### config.mk
export PLATFORM = sky130hd
export DESIGN_NAME = grid_pixel_streamer
export DESIGN_NICKNAME = d
export VERILOG_FILES = /design/src/rtl/grid_pixel_streamer.sv
export SDC_FILE = /design/constraint.sdc
export NUM_CORES = 1
export LEC_CHECK = 0
export BUFFER_PORTS_ARGS = -buffer_cell sky130_fd_sc_hd__buf_2
export CAP_MARGIN = 20
export CORE_ASPECT_RATIO = 0.7
export CORE_MARGIN = 4
export CORE_UTILIZATION = 50
export DETAILED_ROUTE_END_ITERATION = 6
export PLACE_DENSITY_LB_ADDON = 0.2
export SLEW_MARGIN = 20
export SYNTH_ARGS = -nofsm -noshare
export SYNTH_HDL_FRONTEND = slang
export SYNTH_SLANG_ARGS = --single-unit
### constraint.sdc
create_clock -name clk -period 5.1 [get_ports clk]
set_input_delay 1.02 -clock clk [delete_from_list [all_inputs] [get_ports clk]]
set_output_delay 1.02 -clock clk [all_outputs]
set_load 0.005 [all_outputs]
### src/rtl/grid_pixel_streamer.sv
// grid_pixel_streamer
// Serialises a ROWS x COLS grid of 2-bit cell codes into a stream of 24-bit
// pixel words for an addressable LED strip, one frame per step_game pulse.
// Odd rows may be wired right-to-left (serpentine). After every frame the
// streamer stays idle for LATCH_CYCLES cycles so the strip can latch.
// One extra request may be queued while a frame is in flight. Any further
// request is dropped and counted.
module grid_pixel_streamer #(
   parameter int          ROWS         = 8,
   parameter int          COLS         = 8,
   parameter int          SERPENTINE   = 1,
   parameter int          LATCH_CYCLES = 2500,
   parameter logic [23:0] COLOR_0      = 24'h000000,
   parameter logic [23:0] COLOR_1      = 24'h00FF00,
   parameter logic [23:0] COLOR_2      = 24'hFF0000,
   parameter logic [23:0] COLOR_3      = 24'h0000FF
) (
   input  logic                            clk,
   input  logic                            SW,
   input  logic                            step_game,
   input  logic [2*ROWS*COLS-1:0]          grid,
   output logic                            px_valid,
   output logic [23:0]                     px_color,
   output logic [$clog2(ROWS*COLS)-1:0]    px_index,
   input  logic                            px_ready,
   output logic                            busy,
   output logic                            frame_done,
   output logic [7:0]                      overrun_cnt
);

   localparam int NPIX = ROWS * COLS;
   localparam int IW   = $clog2(NPIX);
   localparam int LW   = (LATCH_CYCLES > 1) ? $clog2(LATCH_CYCLES) : 1;
   localparam logic [IW-1:0] LAST_IDX = IW'(NPIX - 1);
   localparam logic [LW-1:0] LAST_LAT = LW'(LATCH_CYCLES - 1);

   typedef enum logic [1:0] {
      ST_IDLE   = 2'd0,
      ST_STREAM = 2'd1,
      ST_LATCH  = 2'd2
   } state_t;

   state_t              state_r, state_s;
   logic [2*NPIX-1:0]   shadow_r, shadow_s;
   logic [IW-1:0]       idx_r, idx_s;
   logic [LW-1:0]       lcnt_r, lcnt_s;
   logic                pend_r, pend_s;
   logic [7:0]          ovr_r, ovr_s;
   logic                ovr_inc_s;
   logic                xfer_s;
   logic                last_lat_s;

   logic                px_valid_r;
   logic [23:0]         px_color_r;
   logic [IW-1:0]       px_index_r;
   logic                busy_r;
   logic                frame_done_r;

   // Map a 2-bit cell code to its display colour.
   function automatic logic [23:0] code_color(input logic [1:0] code);
      logic [23:0] col;
      case (code)
         2'b00:   col = COLOR_0;
         2'b01:   col = COLOR_1;
         2'b10:   col = COLOR_2;
         2'b11:   col = COLOR_3;
         default: col = COLOR_0;
      endcase
      return col;
   endfunction

   // Colour of strip position k: row-major, odd rows mirrored when serpentine.
   function automatic logic [23:0] pixel_color(input logic [2*NPIX-1:0] frame,
                                               input logic [IW-1:0]     k);
      int r;
      int p;
      int c;
      r = int'(k) / COLS;
      p = int'(k) % COLS;
      if ((SERPENTINE != 0) && ((r % 2) == 1)) begin
         c = COLS - 1 - p;
      end else begin
         c = p;
      end
      return code_color(frame[2*(r*COLS + c) +: 2]);
   endfunction

   assign xfer_s     = px_valid_r & px_ready;
   assign last_lat_s = (lcnt_r == LAST_LAT);

   // Next-state logic: frame sequencing, request queuing and overrun counting.
   always_comb begin
      state_s   = state_r;
      shadow_s  = shadow_r;
      idx_s     = idx_r;
      lcnt_s    = lcnt_r;
      pend_s    = pend_r;
      ovr_inc_s = 1'b0;
      case (state_r)
         ST_IDLE: begin
            if (step_game) begin
               state_s  = ST_STREAM;
               shadow_s = grid;
               idx_s    = {IW{1'b0}};
            end else begin
               state_s  = ST_IDLE;
            end
         end
         ST_STREAM: begin
            if (step_game) begin
               if (pend_r) begin
                  ovr_inc_s = 1'b1;
               end else begin
                  pend_s = 1'b1;
               end
            end else begin
               pend_s = pend_r;
            end
            if (xfer_s) begin
               if (idx_r == LAST_IDX) begin
                  state_s = ST_LATCH;
                  lcnt_s  = {LW{1'b0}};
               end else begin
                  idx_s   = idx_r + {{(IW-1){1'b0}}, 1'b1};
               end
            end else begin
               idx_s = idx_r;
            end
         end
         ST_LATCH: begin
            if (last_lat_s) begin
               // A request arriving on the final cycle joins the queue and is
               // served by the same transition; a second one is dropped.
               if (pend_r || step_game) begin
                  ovr_inc_s = pend_r & step_game;
                  pend_s    = 1'b0;
                  state_s   = ST_STREAM;
                  shadow_s  = grid;
                  idx_s     = {IW{1'b0}};
               end else begin
                  state_s   = ST_IDLE;
               end
            end else begin
               lcnt_s = lcnt_r + {{(LW-1){1'b0}}, 1'b1};
               if (step_game) begin
                  if (pend_r) begin
                     ovr_inc_s = 1'b1;
                  end else begin
                     pend_s = 1'b1;
                  end
               end else begin
                  pend_s = pend_r;
               end
            end
         end
         default: begin
            state_s = ST_IDLE;
         end
      endcase
      if (ovr_inc_s && (ovr_r != 8'hFF)) begin
         ovr_s = ovr_r + 8'd1;
      end else begin
         ovr_s = ovr_r;
      end
   end

   // State, shadow frame and registered pixel outputs.
   always_ff @(posedge clk or negedge SW) begin
      if (!SW) begin
         state_r      <= ST_IDLE;
         shadow_r     <= {(2*NPIX){1'b0}};
         idx_r        <= {IW{1'b0}};
         lcnt_r       <= {LW{1'b0}};
         pend_r       <= 1'b0;
         ovr_r        <= 8'd0;
         px_valid_r   <= 1'b0;
         px_color_r   <= 24'd0;
         px_index_r   <= {IW{1'b0}};
         busy_r       <= 1'b0;
         frame_done_r <= 1'b0;
      end else begin
         state_r      <= state_s;
         shadow_r     <= shadow_s;
         idx_r        <= idx_s;
         lcnt_r       <= lcnt_s;
         pend_r       <= pend_s;
         ovr_r        <= ovr_s;
         px_valid_r   <= (state_s == ST_STREAM);
         px_color_r   <= (state_s == ST_STREAM) ? pixel_color(shadow_s, idx_s) : 24'd0;
         px_index_r   <= (state_s == ST_STREAM) ? idx_s : {IW{1'b0}};
         busy_r       <= (state_s != ST_IDLE);
         frame_done_r <= (state_s == ST_LATCH) && (lcnt_s == LAST_LAT);
      end
   end

   assign px_valid    = px_valid_r;
   assign px_color    = px_color_r;
   assign px_index    = px_index_r;
   assign busy        = busy_r;
   assign frame_done  = frame_done_r;
   assign overrun_cnt = ovr_r;

endmodule

==> impl_metrics.csv <==
group,metric,value,unit
run_status,outcome,"finished, violations left",
run_status,violations,"DRC",
grt,grt_pass1_wl,38.7,mm
logic_synthesis,synth_seq_cells,169,
logic_synthesis,avgSynthCellArea,11.0,um2
placed_design,io_buffers,172,
grt,grt_pass1_vias,6646,
drt,ant_nets,0,
cells_and_area,regArea,0.00423,mm2
clocking,cts_hold_buf,0,
clocking,cts-buffers-inserted,17,
timing,whs,0.500,ns
clocking,post_cts_resized,0,
logic_synthesis,synthesis.nets,893,
run,drv_cap,0,
drt,drt_iter0_markers,812,
logic_synthesis,synth-simple-area-share,11.4,%
critical_path,startpoint_type,"flop",
timing,setup_tns,0,ns
cells_and_area,final_util,60.1,%
cells_and_area,drive_gt1_share,26.5,%
grt,grt_max_degree,101,
logic_synthesis,synth.most_common_cell,"dfrtp_1",
critical_path,rrSetupSlack,0.66,ns
logic_synthesis,yosys_most_used_dff,"dfrtp_1",
logic_synthesis,yosysUniqueCellTypes,75,
logic_synthesis,yosys.area.top_type,"dfrtp_1",
grt,grt_usage,26.7,%
floorplanning,die_h,116,um
placed_design,place.gp.congestion,0.976,
clocking,postCtsSetupBuffers,0,
timing,period_minus_slack,4.44,ns
critical_path,crit_path_end_kind,"flop",
critical_path,cp_max_fo,17,
cells_and_area,syn_to_final_growth,17.9,%
power_and_ir_drop,total_power,5.38,mW
cells_and_area,n_antenna_cell,0,
floorplanning,dieArea,0.0188,mm2
critical_path,worst_ep_arrival_time,4.76,ns
logic_synthesis,synth_seq_area_share,50.9,%
clocking,cts_tree,"yes",
logic_synthesis,synth_commonest_cells,"dfrtp_1, a22o_1, mux2i_1",
clocking,root_buffer,"clkbuf_16",
timing,hold_viol,0,
grt,antenna_found_initial,0,
drt,drc_errors,4,
logic_synthesis,synth_top_area_share,50.9,%
clocking,cts.clk_slew.worst_paths,0.07,ns
logic_synthesis,synthCells,754,
logic_synthesis,async_flop_share,100,%
critical_path,required,5.42,ns
floorplanning,pin_count,173,
timing,slew_headroom,39.2,%
floorplanning,core,0.0163,mm2
power_and_ir_drop,p_per_area,549,mW/mm2
grt,gr-total-overflow,0,
timing,worstMarginPinSlew,0.912,ns
logic_synthesis,synth_edf_count,0,
clocking,htreeDepth,4,
logic_synthesis,synth_compound_area_share,23.8,%
clocking,clock_latency,0.43,ns
clocking,cts.path.max_buffers,2,
logic_synthesis,synth_fa_ha_area_share,1.05,%
logic_synthesis,synth_area_leaders,"dfrtp_1, a22o_1, mux2i_1",
drt,wirelength,25.3,mm
placed_design,hpwlAfterDp,18.4,mm
drt,num_vias,7039,
drt,avgRoutedWirePerCell,22.4,um
power_and_ir_drop,ir_worst_vdd,0.269,mV
logic_synthesis,syn-cell-area,0.00831,mm2
logic_synthesis,synth_top_family_by_area,"compound AO/OA/AOI/OAI gates",
floorplanning,initial_core_util,51.0,%
logic_synthesis,synth_xor_area_share,1.05,%
cells_and_area,multi_input_area,0.00366,mm2
floorplanning,floorplan.die.width,162,um
clocking,numClockSinks,169,
logic_synthesis,synth_warnings,0,
timing,fin_crit_sh,87.0,%
timing,final_max_slew_viol_count,0,
hold_path,hold_path_class,"reg2reg",
timing,rsz0062_at_grt,"no",
drt,drt_pre_antenna_iters,7,
timing,skew,0.0127,ns
cells_and_area,nets,1030,
power_and_ir_drop,p_leak,4.78,nW
timing,setup_viol,0,
timing,fmax,0.225,GHz
critical_path,critPathKind,"reg2reg",
cells_and_area,fillers,1420,
drt,via_per_inst,6.23,
floorplanning,num_rows,39,
logic_synthesis,synth_mux_area_share,6.59,%
-- critical path: stages (launching register included) --
cell and delay (ns):
dfrtp_1 0.41, inv_1 0.09, ha_1 0.41, nor3b_1 0.27
or3_4 0.39, a221oi_1 0.54, nor2_1 0.24, nor3_2 0.51
buf_4 0.24, mux2_2 0.34, o311ai_0 0.35, a211oi_1 0.09
o32ai_1 0.22, nor2_1 0.07, and2_1 0.16
-- cells by family (layout without fill, tap and decap cells) --
logic type	after synthesis	in the layout
multiplexers	54	54
AO/OA/AOI/OAI	249	249
flip-flops	169	169
buffers and inverters	83	233
adder cells (fa/ha/maj)	7	7
AND/OR/NAND/NOR	182	182
XOR/XNOR	10	10
-- layout by cell type, fill, tap and decap left out, types with 3 or more instances in the layout --
cell and count:
clkinv_4 3, a21oi_1 19, nor4b_1 4, buf_4 11
buf_2 171, xnor2_1 6, clkinvlp_4 3, a211oi_1 5
or3_1 8, ha_1 7, o22ai_1 4, mux2i_1 48
nor4_1 6, xor2_1 4, o211ai_1 8, nand4_1 6
a31oi_1 6, and2_1 7, a22o_1 129, clkbuf_16 17
clkinv_2 5, o41ai_1 3, o31ai_1 8, o31a_1 4
and3_1 7, nor3_1 16, o21ai_0 25, a21o_1 4
mux2_2 5, nand2_1 35, nor2_1 45, dfrtp_1 169
nand3_1 23, inv_1 14, nor2b_1 4, nand2b_1 4
-- path summary, 6_finish.rpt --
kind | from | endpoint | cells after the start
setup / recovery | state_r[0] | px_color[7] | 14
hold / removal | shadow_r[4] | shadow_r[4] | 1
setup reg to reg | state_r[0] | px_color[7] | 14
hold reg to reg | shadow_r[4] | shadow_r[4] | 1
max in group asynchronous | SW | shadow_r[72] | 2
min in group asynchronous | SW | lcnt_r[5] | 1
-- flip-flops by register name, summed over array words and instances (netlist names) --
name	cells
pend_r	1
shadow_r	128
px_color	3
state_r	2
lcnt_r	12
overrun_cnt	8
busy	1
idx_r	6
frame_done	1
px_valid	1
px_index	6
-- cell type report --
class                           instances  area share (%)
Clock buffer                           17            4.34
Clock inverter                         15            1.55
Inverter                               16           0.613
Multi-Input combinational cell        502            37.4
Sequential cell                       169            43.2
Tap cell                              225            2.87
Timing Repair Buffer                  185            10.1
-- power breakdown --
part | leakage, nW | switching, mW | internal (mW)
Sequential | 2.17 | 0.201 | 1.84
Clock | 0.279 | 0.541 | 0.721
Combinational | 2.33 | 1.23 | 0.844
Total | 4.78 | 1.97 | 3.41
-- stage by stage --
stage          area (um2)  worst slack, ns  cells
2_1_floorplan        8310             1.23    754
6_report             9800            0.662   1129
4_1_cts              9800            0.723   1129
3_5_place_dp         9220            0.605   1097
5_1_grt              9800            0.385   1129
3_3_place_gp         9220            0.811   1097
-- per-layer routing --
metal	GRT usage, %	share of wire [%]
met1	42.1	47
met2	35.5	40
met3	8.53	12
met4	5.97	1.3
met5	0	0
No activity file was read; power rests on OpenSTA's default activity.
